===== src/rtl/spi_ram_ctrl.sv =====
`default_nettype none
// ============================================================================
// Module   : spi_ram_ctrl
// Purpose  : Byte-wide single-port RAM controller sitting behind an SPI slave.
//            Each 10-bit word from the slave carries a 2-bit opcode in
//            din[9:8] and an address or data byte in din[7:0]:
//              00 WR_ADDR  latch write address
//              01 WR_DATA  write byte, post-increment write address
//              10 RD_ADDR  latch read address
//              11 RD_DATA  read byte to dout, post-increment read address
//            Exactly one command runs per rising edge of rx_valid.
// Ports    : clk       clock, rising edge
//            rst_n     asynchronous active-low reset
//            din       [9:8] opcode, [7:0] address / data
//            rx_valid  din valid (may be held high several cycles)
//            dout      read byte back to the slave
//            tx_valid  dout valid level, held until a non-read word arrives
//            err       one-cycle pulse on an illegal or out-of-range command
// Revision : 1.0  initial release
// ============================================================================
module spi_ram_ctrl #(
    parameter int MEM_DEPTH = 256,
    parameter int ADDR_SIZE = 8
) (
    input  logic       clk,
    input  logic       rst_n,
    input  logic [9:0] din,
    input  logic       rx_valid,
    output logic [7:0] dout,
    output logic       tx_valid,
    output logic       err
);

    localparam logic [1:0] c_OP_WR_ADDR = 2'b00;
    localparam logic [1:0] c_OP_WR_DATA = 2'b01;
    localparam logic [1:0] c_OP_RD_ADDR = 2'b10;

    // Per-port sequencing state: data commands are only legal once an
    // in-range address has been latched for that port.
    localparam logic c_NO_ADDR = 1'b0;
    localparam logic c_ADDR_OK = 1'b1;

    localparam logic [8:0]           c_DEPTH = 9'(MEM_DEPTH);
    localparam logic [ADDR_SIZE-1:0] c_LAST  = ADDR_SIZE'(MEM_DEPTH - 1);

    logic [7:0]           r_mem [0:MEM_DEPTH-1];
    logic                 r_rx_valid_d;
    logic                 r_wr_state;
    logic                 r_rd_state;
    logic [ADDR_SIZE-1:0] r_wr_addr;
    logic [ADDR_SIZE-1:0] r_rd_addr;
    logic [7:0]           r_dout;
    logic                 r_tx_valid;
    logic                 r_err;

    logic                 w_accept;
    logic                 w_in_range;
    logic                 w_mem_we;
    logic [7:0]           w_rd_byte;
    logic                 w_wr_state_nxt;
    logic                 w_rd_state_nxt;
    logic [ADDR_SIZE-1:0] w_wr_addr_nxt;
    logic [ADDR_SIZE-1:0] w_rd_addr_nxt;
    logic [7:0]           w_dout_nxt;
    logic                 w_tx_valid_nxt;
    logic                 w_err_nxt;

    // Wrap compares against the last legal index so non-power-of-two depths
    // return to 0 instead of running into unimplemented addresses.
    function automatic logic [ADDR_SIZE-1:0] f_next_addr(input logic [ADDR_SIZE-1:0] a);
        return (a == c_LAST) ? '0 : a + ADDR_SIZE'(1);
    endfunction

    // A held rx_valid must not repeat the command, so only its rising edge counts.
    assign w_accept   = rx_valid & ~r_rx_valid_d;
    assign w_in_range = ({1'b0, din[7:0]} < c_DEPTH);
    assign w_rd_byte  = r_mem[r_rd_addr];

    always_comb begin
        w_wr_state_nxt = r_wr_state;
        w_rd_state_nxt = r_rd_state;
        w_wr_addr_nxt  = r_wr_addr;
        w_rd_addr_nxt  = r_rd_addr;
        w_dout_nxt     = r_dout;
        w_tx_valid_nxt = r_tx_valid;
        w_err_nxt      = 1'b0;
        w_mem_we       = 1'b0;
        if (w_accept) begin
            // Any accepted word other than a successful read retires dout.
            w_tx_valid_nxt = 1'b0;
            case (din[9:8])
                c_OP_WR_ADDR: begin
                    if (w_in_range) begin
                        w_wr_addr_nxt  = din[ADDR_SIZE-1:0];
                        w_wr_state_nxt = c_ADDR_OK;
                    end else begin
                        w_err_nxt = 1'b1;
                    end
                end
                c_OP_WR_DATA: begin
                    if (r_wr_state == c_ADDR_OK) begin
                        w_mem_we      = 1'b1;
                        w_wr_addr_nxt = f_next_addr(r_wr_addr);
                    end else begin
                        w_err_nxt = 1'b1;
                    end
                end
                c_OP_RD_ADDR: begin
                    if (w_in_range) begin
                        w_rd_addr_nxt  = din[ADDR_SIZE-1:0];
                        w_rd_state_nxt = c_ADDR_OK;
                    end else begin
                        w_err_nxt = 1'b1;
                    end
                end
                default: begin
                    if (r_rd_state == c_ADDR_OK) begin
                        w_dout_nxt     = w_rd_byte;
                        w_tx_valid_nxt = 1'b1;
                        w_rd_addr_nxt  = f_next_addr(r_rd_addr);
                    end else begin
                        w_err_nxt = 1'b1;
                    end
                end
            endcase
        end
    end

    always_ff @(posedge clk or negedge rst_n) begin
        if (!rst_n) begin
            r_rx_valid_d <= 1'b0;
            r_wr_state   <= c_NO_ADDR;
            r_rd_state   <= c_NO_ADDR;
            r_wr_addr    <= '0;
            r_rd_addr    <= '0;
            r_dout       <= 8'h00;
            r_tx_valid   <= 1'b0;
            r_err        <= 1'b0;
        end else begin
            r_rx_valid_d <= rx_valid;
            r_wr_state   <= w_wr_state_nxt;
            r_rd_state   <= w_rd_state_nxt;
            r_wr_addr    <= w_wr_addr_nxt;
            r_rd_addr    <= w_rd_addr_nxt;
            r_dout       <= w_dout_nxt;
            r_tx_valid   <= w_tx_valid_nxt;
            r_err        <= w_err_nxt;
        end
    end

    // Memory contents survive reset.
    always_ff @(posedge clk) begin
        if (w_mem_we) begin
            r_mem[r_wr_addr] <= din[7:0];
        end
    end

    assign dout     = r_dout;
    assign tx_valid = r_tx_valid;
    assign err      = r_err;

endmodule
`default_nettype wire


===== config.mk =====
export PLATFORM = sky130hd
export DESIGN_NAME = spi_ram_ctrl
export DESIGN_NICKNAME = d
export VERILOG_FILES = /design/src/rtl/spi_ram_ctrl.sv
export SDC_FILE = /design/constraint.sdc
export NUM_CORES = 2
export LEC_CHECK = 0
export BUFFER_PORTS_ARGS = -buffer_cell sky130_fd_sc_hd__buf_2
export CAP_MARGIN = 20
export CORE_AREA = 10 10 374 376
export DETAILED_ROUTE_END_ITERATION = 10
export DIE_AREA = 0 0 384 386
export GPL_TIMING_DRIVEN = 1
export PLACE_DENSITY = 0.78
export SKIP_LAST_GASP = 1
export SYNTH_ARGS = -nofsm -noshare
export SYNTH_HDL_FRONTEND = slang
export SYNTH_SLANG_ARGS = --single-unit

===== constraint.sdc =====
create_clock -name clk -period 7.3 [get_ports clk]
set_input_delay 0.365 -clock clk [delete_from_list [all_inputs] [get_ports clk]]
set_output_delay 0.365 -clock clk [all_outputs]
set_load 0.02 [all_outputs]

; Word level (Yosys, flattened, before mapping)
; Memory sizes are Yosys's and may differ from the RTL's. A register that Yosys moved wholly into a read port is not among the register bits.
; Cells that the tools add are included.
[word_totals]
elab_cells = 48
register_bits = 21
ram_bits = 2048
mem_count = 1
[classes]
n_reduce_logical = 12
bitwise_logic = 4
addsub = 2
mux = 17
eq_ne = 5
[memory_table]
columns = name, depth, word_bits, read_ports, rd_ports_with_merged_regs, write_ports, line
row1 = r_mem, 256, 8, 1, 1, 1, 46  ; logic [7:0] r_mem [0:MEM_DEPTH-1];
[op_table]
columns = op, n
row1 = 8-bit 2-to-1 mux, 4
row2 = 8-bit case mux with 2 select lines, 2
row3 = "8-bit by 1-bit adder with 8-bit output, second input constant", 2
row4 = "8-bit equality test, second input constant", 2
row5 = 1-bit 2-to-1 mux, 10
row6 = 3-bit AND reduction, 3
row7 = 2-bit AND reduction, 2
row8 = 2-bit nonzero test, 2
row9 = 2-bit OR reduction, 2
row10 = 1-bit NOT, 3
row11 = 3-bit OR reduction, 1
row12 = "2-bit by 1-bit equality test with 1-bit output, second input constant", 1
row13 = "2-bit equality test, second input constant", 1
row14 = 2-bit logical NOT, 1
row15 = "2-bit inequality test, second input constant", 1
row16 = 1-bit case mux with 2 select lines, 1
row17 = 1-bit bitwise AND, 1
row18 = 1-bit logical NOT, 1

; Longest topological paths before layout
[depth]
ltp_word = 5
mapped_depth = 13
ltp_nobuf = 7

; Worst setup path after synthesis
; Ideal clock, no wire load.
[synth_path]
path_kind = input to register
from = input din[9]
to = memory r_mem[103][0] (enable)
setup_ps = 370
stages = 9
arrival_ps = 2277
required_ps = 6930
n_path_buf = 5
slack_ps = 4653
cell_sequence = clkbuf_1 -> nor2b_1 -> clkbuf_1 -> and3_1 -> clkbuf_1 -> buf_2 -> nand3_1 -> clkbuf_1 -> nor2_1
[synth_between]
elab_chain_len = 5
[synth_lines]
columns = item, line
row1 = from (decl), 27  ; input logic [9:0] din,
row2 = 2-bit by 1-bit equality test with 1-bit output, 91  ; case (din[9:8])
row3 = 1-bit 2-to-1 mux, 91
row4 = 1-bit 2-to-1 mux, 88  ; if (w_accept) begin
row5 = 1-bit 2-to-1 mux, 153  ; if (w_mem_we) begin
row6 = 1-bit 2-to-1 mux (implied by the code), 154  ; r_mem[r_wr_addr] <= din[7:0];
row7 = to (decl), 46
; No other way between the ends.

==> run summary <==
Net switching is 28.1% of the power. The share of total power dissipated in sequential elements is 45.5%. The dominant cell by count in the synthesized netlist was edfxtp_1. For this design the top-level I/O count stands at 23. At the pin with the least slew margin, the transition time is 1270 ps. The clock group share of total power came out at 34.0%. The completed layout was analyzed and its total power is 29.5 mW.

In this run the standard cell core region covers 133000 sq um. The worst path needs 4240 ps of the cycle, external delays included. The growth of design area from synthesis to finish is 9.47%. The worst setup path is captured at a flop. The delay of the slowest cell on the worst path works out to 980 ps.

Sorting the synthesized cells by how often they occur yields edfxtp_1, mux2i_1, mux4_2, nor2_1, nand2_1. The maximum fanout along the worst path came out at 107. Entering global routing, the biggest net connects 180 pins.

The tools report the sink count of the clock tree as 2077. On the critical path, the stage with the largest delay is an instance of dfrtp_4. The tools report the final number of max-transition violations as 0.

Dominant synthesized flop cell: edfxtp_1. Hold is met by 54.4 ps. Setup violations remaining at the end of the flow were counted as 0. The net count of the finished layout is 4117. The number of cells on the worst reg-to-reg path is 6. The number of detailed-route iterations in the first pass was 8. In this run the number of cells on the critical path is 6. The tools report the accumulated negative setup slack as 0 ps. The number of antenna diodes in the final layout is 0. In this run, placement finished with an instance count of 5662. Data arrives at the worst endpoint at 4940 ps. The floorplan step defined a die boundary enclosing 148000 sq um. The worst hold path belongs to the class in2reg. Buffers added to address setup during post-CTS repair amount to 0.

The count of buffers from port buffering was 22. From bottom edge to top edge, the die measures 386 um. The hold-critical path depth was 1; the total wire length after detailed routing was 191000 um. Counting every instance in the synthesized netlist gives 4060. For this design the static power due to leakage is 28.6 nW. The category of the most critical setup path was reg2reg. The synthesized netlist occupies a cell area of 81600 sq um. The run finished with clean final reports. The number of remaining DRC errors was 0. For the half-perimeter wire length after placement, the log shows 109000 um. The count of buffer and inverter cells on the critical path works out to 1.

The cell row count is 134, and the largest voltage drop on the vdd net is 267 uV. After synthesis, the cell types taking the most area are edfxtp_1, mux4_2, mux2i_1. In this run the horizontal extent of the chip is 384 um.

Dividing the detail-routed via count by the number of cells gives 6.84. The depth of the CTS H-tree was 4; the sequential-to-total area share from yosys stat was 76.2%. Each instance of the synthesized netlist takes up on average 20.1 sq um. The run gives 0 as the number of hold-slack violations in the final timing report. The reported max-cap violation count was 0; the number of routed nets with antenna violations was 0. In this run, the number of DRC markers left after iteration 0 of detailed routing was 5827. Between clock sinks in the finished design, the worst skew comes to 46.2 ps.

Clock transition at the registers of the reported paths: 60 ps. Number of antenna violations at the first check in global routing: 3. Excluding fillers, the count of instances in the completed layout stands at 6032.

The relative slew slack is 15.1%. The placer congestion estimate was 0.898. The number of clock buffers added by TritonCTS is 196.

For this block, the via count after detailed routing is 41300. Of the available clock period, the critical path in the final layout requires 58.0%. TritonCTS built the clock tree. The synthesized design spends more area on one cell type than any other, namely edfxtp_1. The number of nets handed over by synthesis was 4078. Per report_power, the combinational group accounts for 20.5% of the total. Switching component of the power: 8.32 mW. First-pass GRT wire length: 279000 um. The count of state elements after synthesis works out to 2077. Traced cell by cell, the critical path runs through buf_12, mux4_1, mux4_2, o21ai_0, a211o_1, o211ai_2. The number of global-route vias before repair is 40700, and the total global-route track usage is 25.7%. The timing-limited maximum frequency is 0.236 GHz, and the count of flip-flops with a built-in enable after synthesis is 2048. The fraction of registers with async set or reset after synthesis is 1.40%.

Dividing the detail-routed wire length by the instance count gives 31.7 um. The run gives 61.6% as the effective utilization at floorplan. Of the post-synthesis cell area, the dominant cell type holds 75.3%. The overall overflow remaining after global route was 0; the number of buffers on the longest clock path was 3. Data required time at the worst endpoint: 8010 ps. Counting distinct cell types in the post-synthesis netlist gives 69. STA classifies the critical path startpoint as a flop. The cell at the root of the clock tree was clkbuf_16. Setup repair after global routing left no endpoint under its margin. The areal power density over the cells is 331 nW/um^2. Family of cells with the greatest summed delay on the critical path: multiplexers. The fraction of layout instances using a drive strength above 1 is 17.3%, and the worst-skew pair later-pin latency is 840 ps. The synthesis warning total was 0; the total internal power was 21.2 mW.
==> cell families (layout without fill, tap and decap cells) <==
family          Yosys count  in the layout  synth area share [%]
mux                     716            716                  14.6
buf+inv                 254            458                  2.10
fa+ha+maj                 5              5                0.0766
simple gates            545            545                  3.03
flops                  2077           2077                  76.2
compound gates          463            463                  3.95
==> cells in the final DEF (no fill, tap or decap), types with 42 or more instances in the layout <==
master	synthesis	routed
a211oi_1	42	42
a21oi_1	53	53
a22oi_1	77	77
buf_4	40	51
clkbuf_1	91	44
clkbuf_16	0	198
clkinv_1	1	46
edfxtp_1	2048	2048
mux2i_1	321	321
mux4_1	44	44
mux4_2	321	321
nand2_1	99	99
nor2_1	300	298
o21ai_0	66	66
o221ai_1	57	57
o22ai_1	89	89
==> registers in the layout (all words and copies together) (netlist names) <==
name	cells
r_mem	2048
dout	8
r_rd_addr	8
r_wr_addr	8
err	1
r_rd_state	1
r_rx_valid_d	1
r_wr_state	1
tx_valid	1
==> worst paths after layout <==
kind                                    from       endpoint  slack, ps
worst max-delay path            r_rd_addr[0]        dout[7]       3060
worst min-delay path                  din[6]  r_mem[244][6]         50
max in group asynchronous              rst_n   r_rd_addr[2]       6490
worst min register to register    r_rd_state     r_rd_state        520
min in group asynchronous              rst_n        dout[7]        160
worst max register to register  r_rd_addr[0]        dout[7]       3060
==> final cells by class <==
type | instances | area (sq um)
Clock buffer | 242 | 5120
Clock inverter | 121 | 1220
Fill cell | 7924 | 43300
Inverter | 7 | 26.3
Multi-Input combinational cell | 1729 | 17700
Sequential cell | 2077 | 62200
Tap cell | 1768 | 2210
Timing Repair Buffer | 88 | 827
==> repair_timing <==
action / 4_1_cts / 5_1_grt
setup endpoints to repair: 0 / 0
hold buffers: 5 / 0
resized for setup: 0 / 0
endpoints found under the hold margin: 33 / 0
==> worst register-to-register path, delay by kind of cell, from the launching register on <==
family / cells / cell delay [ps]
AO/OA/AOI/OAI: 3 / 1070
buffers and inverters: 1 / 730
flip-flops: 1 / 980
multiplexers: 2 / 1330
==> metal layers <==
layer	up-vias	part of all wire, %	global-route usage [%]
li1	16900	-	-
met1	21200	37	35.7
met2	2722	48	40.1
met3	478	11	6.05
met4	4	3.9	9.41
met5	-	0.012	0
==> power groups by stage <==
| stage | clock network, mW | logic [mW] | registers (mW) |
|---|---|---|---|
| finish | 10.0 | 6.06 | 13.5 |
| global route | 10.6 | 6.34 | 13.5 |
| CTS | 10.1 | 6.01 | 13.4 |
| detailed placement | 0 | 5.93 | 13.7 |
| global placement | 0 | 5.85 | 13.7 |
| floorplan | 0 | 4.40 | 13.5 |
==> through the flow <==
stage / setup slack (ps) / util (%) / area (sq um)
after floorplan: 4650 / - / 81600
after global placement: 3000 / 62.5 / 82900
after detailed placement: 3220 / 62.5 / 82900
after CTS: 3160 / 67.4 / 89300
after global routing: 2930 / 67.4 / 89400
final: 3060 / 67.4 / 89400
Note: power is estimated with default switching activity, not from simulation.
